===== src/rtl/cop_instr_sequencer.sv =====
// Program sequencer for the matrix coprocessor: fetches 22-bit instructions from a
// small local program memory, issues them one at a time and waits for completion.
module cop_instr_sequencer #(
   parameter int AW      = 5,
   parameter int IW      = 22,
   parameter int TIMEOUT = 1024
) (
   input  logic          clk,
   input  logic          rst,
   input  logic          prog_we,
   input  logic [AW-1:0] prog_addr,
   input  logic [IW-1:0] prog_data,
   input  logic          start,
   input  logic          step_mode,
   input  logic          step,
   input  logic          abort,
   input  logic          cop_busy,
   input  logic          cop_done,
   output logic [IW-1:0] instr_out,
   output logic          instr_valid,
   output logic [AW-1:0] pc,
   output logic          running,
   output logic          halted,
   output logic          err_timeout
);

   localparam int DEPTH = 2 ** AW;
   localparam int CW    = (TIMEOUT > 2) ? $clog2(TIMEOUT) : 1;

   typedef enum logic [2:0] {
      S_IDLE,
      S_FETCH,
      S_ISSUE,
      S_WAIT,
      S_PAUSE,
      S_HALT
   } state_t;

   state_t        state_q, state_d;
   logic [AW-1:0] pc_q, pc_d;
   logic [IW-1:0] instr_q, instr_d;
   logic          valid_q, valid_d;
   logic          running_q, running_d;
   logic          halted_q, halted_d;
   logic          err_q, err_d;
   logic          step_q, step_d;
   logic [CW-1:0] cnt_q, cnt_d;
   logic [IW-1:0] rd_q, rd_d;
   logic [IW-1:0] mem_q [0:DEPTH-1];

   logic          step_rise;
   logic          mem_wr;

   // Program memory is only writable while the sequencer is not executing.
   assign mem_wr = prog_we && ((state_q == S_IDLE) || (state_q == S_HALT));

   always_ff @(posedge clk) begin
      if (mem_wr) begin
         mem_q[prog_addr] <= prog_data;
      end
      rd_q <= rd_d;
   end

   always_comb begin
      state_d   = state_q;
      pc_d      = pc_q;
      instr_d   = instr_q;
      valid_d   = 1'b0;
      err_d     = err_q;
      cnt_d     = cnt_q;
      rd_d      = rd_q;
      step_d    = step;
      step_rise = step && !step_q;

      case (state_q)
         S_IDLE, S_HALT: begin
            if (start) begin
               pc_d    = '0;
               err_d   = 1'b0;
               state_d = S_FETCH;
            end
         end

         S_FETCH: begin
            rd_d = mem_q[pc_q];
            if (abort) begin
               state_d = S_HALT;
            end else begin
               state_d = S_ISSUE;
            end
         end

         S_ISSUE: begin
            if (abort) begin
               state_d = S_HALT;
            end else if (rd_q[3:0] == 4'h0) begin
               state_d = S_HALT;
            end else if (!cop_busy) begin
               instr_d = rd_q;
               valid_d = 1'b1;
               cnt_d   = '0;
               state_d = S_WAIT;
            end
         end

         S_WAIT: begin
            // abort takes precedence over a coincident cop_done, leaving pc untouched
            if (abort) begin
               state_d = S_HALT;
            end else if (cop_done) begin
               if (pc_q == '1) begin
                  state_d = S_HALT;
               end else begin
                  pc_d    = pc_q + AW'(1);
                  state_d = step_mode ? S_PAUSE : S_FETCH;
               end
            end else if (cnt_q == CW'(TIMEOUT - 1)) begin
               err_d   = 1'b1;
               state_d = S_HALT;
            end else begin
               cnt_d = cnt_q + CW'(1);
            end
         end

         S_PAUSE: begin
            if (abort) begin
               state_d = S_HALT;
            end else if (step_rise || !step_mode) begin
               state_d = S_FETCH;
            end
         end

         default: begin
            state_d = S_IDLE;
         end
      endcase

      running_d = !((state_d == S_IDLE) || (state_d == S_HALT));
      halted_d  = (state_d == S_HALT);
   end

   always_ff @(posedge clk) begin
      if (rst) begin
         state_q   <= S_IDLE;
         pc_q      <= '0;
         instr_q   <= '0;
         valid_q   <= 1'b0;
         running_q <= 1'b0;
         halted_q  <= 1'b0;
         err_q     <= 1'b0;
         step_q    <= 1'b0;
         cnt_q     <= '0;
      end else begin
         state_q   <= state_d;
         pc_q      <= pc_d;
         instr_q   <= instr_d;
         valid_q   <= valid_d;
         running_q <= running_d;
         halted_q  <= halted_d;
         err_q     <= err_d;
         step_q    <= step_d;
         cnt_q     <= cnt_d;
      end
   end

   assign instr_out   = instr_q;
   assign instr_valid = valid_q;
   assign pc          = pc_q;
   assign running     = running_q;
   assign halted      = halted_q;
   assign err_timeout = err_q;

endmodule

===== config.mk =====
export PLATFORM = sky130hd
export DESIGN_NAME = cop_instr_sequencer
export DESIGN_NICKNAME = d
export VERILOG_FILES = /design/src/rtl/cop_instr_sequencer.sv
export SDC_FILE = /design/constraint.sdc
export NUM_CORES = 1
export LEC_CHECK = 0
export CAP_MARGIN = 10
export CORE_UTILIZATION = 63
export DETAILED_ROUTE_END_ITERATION = 6
export DONT_BUFFER_PORTS = 1
export PLACE_DENSITY = 0.91
export SLEW_MARGIN = 20
export SYNTH_ARGS = -nofsm -noshare
export SYNTH_HDL_FRONTEND = slang
export SYNTH_SLANG_ARGS = --single-unit

===== constraint.sdc =====
create_clock -name clk -period 4.16 [get_ports clk]
set_clock_uncertainty 0.1 [all_clocks]
set_input_delay 0.416 -clock clk [delete_from_list [all_inputs] [get_ports clk]]
set_output_delay 0.416 -clock clk [all_outputs]
set_load 0.02 [all_outputs]

-- Word level (Yosys, flattened, before mapping)
Memories as Yosys holds them, arrays and structs flattened. A register that Yosys moved wholly into a read port is not among the register bits.
Index checks and enable logic that the tools add are counted.
- bits in registers: 45
- bits in writable memories: 704
- output and inout port bits: 31
- word-level logic and storage cells: 86
- memories kept: 1
- memory list (name ; words ; width ; rd ports ; clocked after Yosys merged registers in ; wr ports ; RTL line ; RTL):
    mem_q ; 32 ; 22 ; 1 ; 1 ; 1 ; 49 ; logic [IW-1:0] mem_q [0:DEPTH-1];
- add/sub/neg operators: 2
- eq/ne operators: 18
- muxes and demuxes: 33
- bitwise operators: 4
- reductions and logical operators: 19
- operators with widths (kind ; number):
    $mux 10 ; 6
    $mux 3 ; 12
    $mux 5 ; 4
    $ne 2x2->1 const B ; 10
    $pmux 10 s2 ; 1
    $pmux 3 s5 ; 1
    $add 10x1->10 const B ; 1
    $eq 10x10->1 const B ; 1
    $pmux 5 s2 ; 1
    $reduce_and 5->1 ; 2
    $eq 3x3->1 const B ; 3
    $mux 1 ; 7
    $reduce_and 7->1 ; 1
    $eq 3x2->1 const B ; 2
    $logic_not 3->1 ; 2
    $add 5x1->5 const B ; 1
    $eq 5x5->1 const B ; 1
    $logic_not 4->1 ; 1
    $not 1->1 ; 4
    $reduce_and 4->1 ; 1
    $reduce_bool 2->1 ; 2
    $reduce_or 4->1 ; 1
    $eq 3x1->1 const B ; 1
    $logic_not 1->1 ; 3
    other kinds (4) ; 7

-- Logic depth before layout (Yosys ltp)
- depth in word-level cells: 9
- mapped depth: 8
- gate-level depth less buffers: 8

-- Worst setup path after synthesis
No wires, ideal clock.
- kind: reg-to-reg
- start: register state_q[0]
- end: memory mem_q[14][0] (enable)
- arrival time: 2.440 ns
- required time: 3.659 ns
- path slack: 1.219 ns
- stages on the path, launching flop included: 7
- path buffers: 2
- cell sequence: dfxtp_1 -> buf_6 -> clkbuf_1 -> nor2_1 -> nor4b_1 -> nand3b_1 -> nor2_1
- longest elaborated chain between the ends: 5
- elaborated cells between the ends (all ways): 6
- classes of those cells: eq/ne (1); mux (2); reduce/logical (3)
- ends and longest elaborated chain (item ; RTL line ; RTL):
    start, declared ; 39 ; state_t state_q, state_d;
    start signal, assigned ; 154 ; state_q <= state_d;
    $eq 3x3->1 / $logic_not 3->1 (equally long branches) ; 55 ; assign mem_wr = prog_we && ((state_q == S_IDLE) || (state_q == S_HALT));
    $logic_or 1x1->1 * ; 55 ;
    $logic_and 1x1->1 * ; 55 ;
    $mux 1 * ; 58 ; if (mem_wr) begin
    $mux 1 (not written as such) * ; 59 ; mem_q[prog_addr] <= prog_data;
    end, declared ; 49 ;
Mark *: on every way between the ends. The rest lies on a longest branch, timed or not.

-- Worst setup path after layout
- start: register state_q[0]
- end: memory mem_q[10][7] (enable)
Same word-level chain as after synthesis.

==> summary.txt <==
Critical path
  – Crit path DAT: 4300 ps
  – R2R Path Start: state_q[0]
  – Crit-path cells: nor2_1, nor4b_1, buf_4, nand3b_1, nor2_2, buf_4
  – CP max FO: 23
  – CP max stage delay: 850 ps
  – Worst Reg-to-Reg Cells: 6
  – Setup crit end kind: register
  – Crit path kind: register to register
  – Reg2Reg Setup Slack: 70 ps
  – Slowest cell on crit path: dfxtp_1
  – Worst EP required: 4360 ps
  – CP Launch Type: register
  – Crit-path most repeated cell: buf_4
  – FF-to-FF End: mem_q[10][7]

Pwr
  – VDD IR max: 513.1 uV
  – Flop pwr share: 54.9%
  – Combinational Power Share: 3.0%
  – P_sw: 3.331 mW
  – Lkg Pwr: 9.958 nW
  – Int Power: 12.47 mW
  – Switching share of power: 21.08%
  – Pwr/cell area: 481.4 nW/um2
  – Clk pwr share: 42.1%

Placement
  – Placed cell area: 29970 um2
  – Port Buffers: 0
  – GPL Wtd Cong: 0.9047
  – Final HPWL DP: 42.01 mm
  – Placed cell count: 1950

GRT
  – Final global-route overflow total: 0
  – Initial antenna violation count: 5
  – Largest net degree at the start of global routing: 107
  – GRT Total Usage: 34.77%
  – Vias in the first global route: 15690
  – First-pass GRT wire length: 113.2 mm

Final layout
  – NumNets Final: 1495
  – Share of cells above drive strength 1: 26.04%
  – Area grow syn2layout: 12.78%
  – FILL cells: 2350
  – Non-Filler Instances: 2115
  – Design area: 32820 um2
  – Most frequent cells in the layout: edfxtp_1, mux4_2, o22ai_1
  – Most common cell after layout, fill and taps aside: edfxtp_1

Min path
  – Hold path endpoint: mem_q[20][6]
  – Hold Crit Class: primary input to register
  – WHS Path Cells: 1
  – Hold Crit Start: prog_data[6]

Clock network
  – Longest Clk Path Bufs: 3
  – CTS Buf Count: 73
  – CTS resizes: 0
  – Clk Latency, worst-skew pair: 640 ps
  – Hold buffers post-CTS: 30
  – Worst-path clk slew: 80 ps
  – CTS tree: built
  – H-tree depth: 3
  – Postcts setup bufs: 0
  – Clk root buf: clkbuf_16
  – Sink Count: 771

Floorplanning
  – Die area: 47060 um2
  – IO Count: 67
  – Die X: 216.9 um
  – Starting density of the core: 64.00%
  – Die Ht: 216.9 um
  – FP Rows: 78
  – Core footprint: 45480 um2

Yosys
  – Area leader, netlist: edfxtp_1
  – Ys Warns: 0
  – Post-synthesis cell count: 1382
  – Cell area after synthesis: 29100 um2
  – Post-Syn Nets: 1421
  – Fraction of the yosys area taken by sequential cells: 78.00%
  – Seq cells post-synth: 771
  – Synth unique cells: 51
  – EDFF count, synth: 726
  – Yosys top cell area share: 74.91%
  – Async S/R FF share, synth: 0%
  – Ranking of synthesized cells by area: edfxtp_1, mux4_2, dfxtp_1, o22ai_1, nand2_1
  – Post-Syn Area per Cell: 21.06 um2
  – Primary FF master, synth: edfxtp_1

STA
  – Setup Total Neg Slack: 0 ps
  – Tmin final: 4094 ps
  – Max frequency: 244.3 MHz
  – Max-slew violation count: 0
  – Endpoints failing setup: 0
  – Max-slew headroom: 22.83%
  – RSZ-0062 raised after global routing: false
  – Hold Violations, Final: 1
  – Worst-Margin Slew: 1158 ps
  – Worst hold slack: -8.999 ps
  – Final Cycle Share: 98.41%

Routing
  – Routed vias/inst: 7.487
  – DR vias: 15840
  – Final ANT Viol Nets: 0
  – DR WL/cell: 37.65 um
  – Pre-antenna DRT Iters: 5
  – DR DRC count: 0
  – WL final: 79.63 mm
  – Initial DRC count: 3106

Outcome
  – Failing checks: hold timing
  – Status: finished, violations left

Flow run
  – Max_cap viols: 0
worst max-delay path, delay by kind of cell, from the launching register on:
family,cells,cell delay [ps]
buffers and inverters,2,620
DFF,1,850
and+or+nand+nor,4,2190
cell type report:
class                   count  area (um2)  share of cell area (%)
diodes                      2       5.005                 0.01525
clock buffers              98        2024                   6.168
clock inverters            34       294.0                  0.8958
inverters                   1       3.754                 0.01144
multi-input cells         534        6142                   18.71
flip-flops and latches    771       22710                   69.19
well taps                 600       750.7                   2.287
repair buffers             75       894.6                   2.725
layer usage:
metal	wire (um)	up-vias	part of all wire (%)	track usage [%]
li1	-	5943	-	-
met1	25460	7874	32	44.75
met2	37810	1641	47	55.15
met3	11260	374	14	10.51
met4	5095	4	6.4	16.08
met5	14	-	0.018	0
how the worst max path moves through the flow:
stage | end | startpoint | cells after the start | slack, ps
CTS | mem_q[10][3] | state_q[0] | 6 | 290
detailed placement | mem_q[10][4] | state_q[0] | 6 | 740
finish | mem_q[10][7] | state_q[0] | 6 | 70
global placement | mem_q[20][18] | state_q[0] | 5 | 1050
floorplan | mem_q[14][0] | state_q[0] | 6 | 1220
global route | mem_q[10][3] | state_q[0] | 6 | 40
sequential cells by signal, summed over array words and instances (netlist names):
name         cells
pc               5
running          1
rd_q            22
instr_valid      1
halted           1
mem_q          704
instr_out       22
cnt_q           10
state_q          3
err_timeout      1
step_q           1
metrics by stage:
stage	setup slack, ps	power (mW)	utilization [%]
after floorplan	1219	9.001	-
after global placement	1054	9.068	65.90
after detailed placement	740.9	9.094	65.91
after CTS	287.4	15.73	72.15
after global routing	40.05	16.07	72.16
final	66.07	15.80	72.17
synthesized netlist by cell type (2+ instances only):
cell	number
nor2b_1	3
nor2_1	55
nand3b_1	9
or3b_2	4
a21o_1	2
edfxtp_1	726
and4_1	2
nand3_1	8
buf_2	25
and3_1	5
a21oi_1	29
mux4_2	176
nor4b_1	2
nand2_1	57
ha_1	3
a311oi_1	3
o22ai_1	89
nor3_1	3
buf_6	4
nand4_1	4
or3_1	4
o21ai_0	9
a22o_1	2
a2111oi_2	2
nand2b_1	8
xor2_1	7
dfxtp_1	45
a211oi_1	3
clkbuf_1	46
o211ai_1	2
nor4_1	24
nand4b_1	2
power by group through the flow:
stage	combinational, mW	clock (mW)	sequential [mW]
6_report	0.470	6.65	8.68
2_1_floorplan	0.205	0	8.80
4_1_cts	0.452	6.60	8.67
3_5_place_dp	0.257	0	8.84
3_3_place_gp	0.241	0	8.83
5_1_grt	0.482	6.91	8.68
logic make-up after synthesis:
family          Yosys count  synth area share [%]
flops                   771                 78.00
buf+inv                  77                 1.217
xor+xnor                  7                0.2107
mux                     177                 13.66
compound gates          149                 3.310
fa+ha+maj                 3                0.1290
simple gates            198                 3.474
Power figures use the tool's default switching activity.
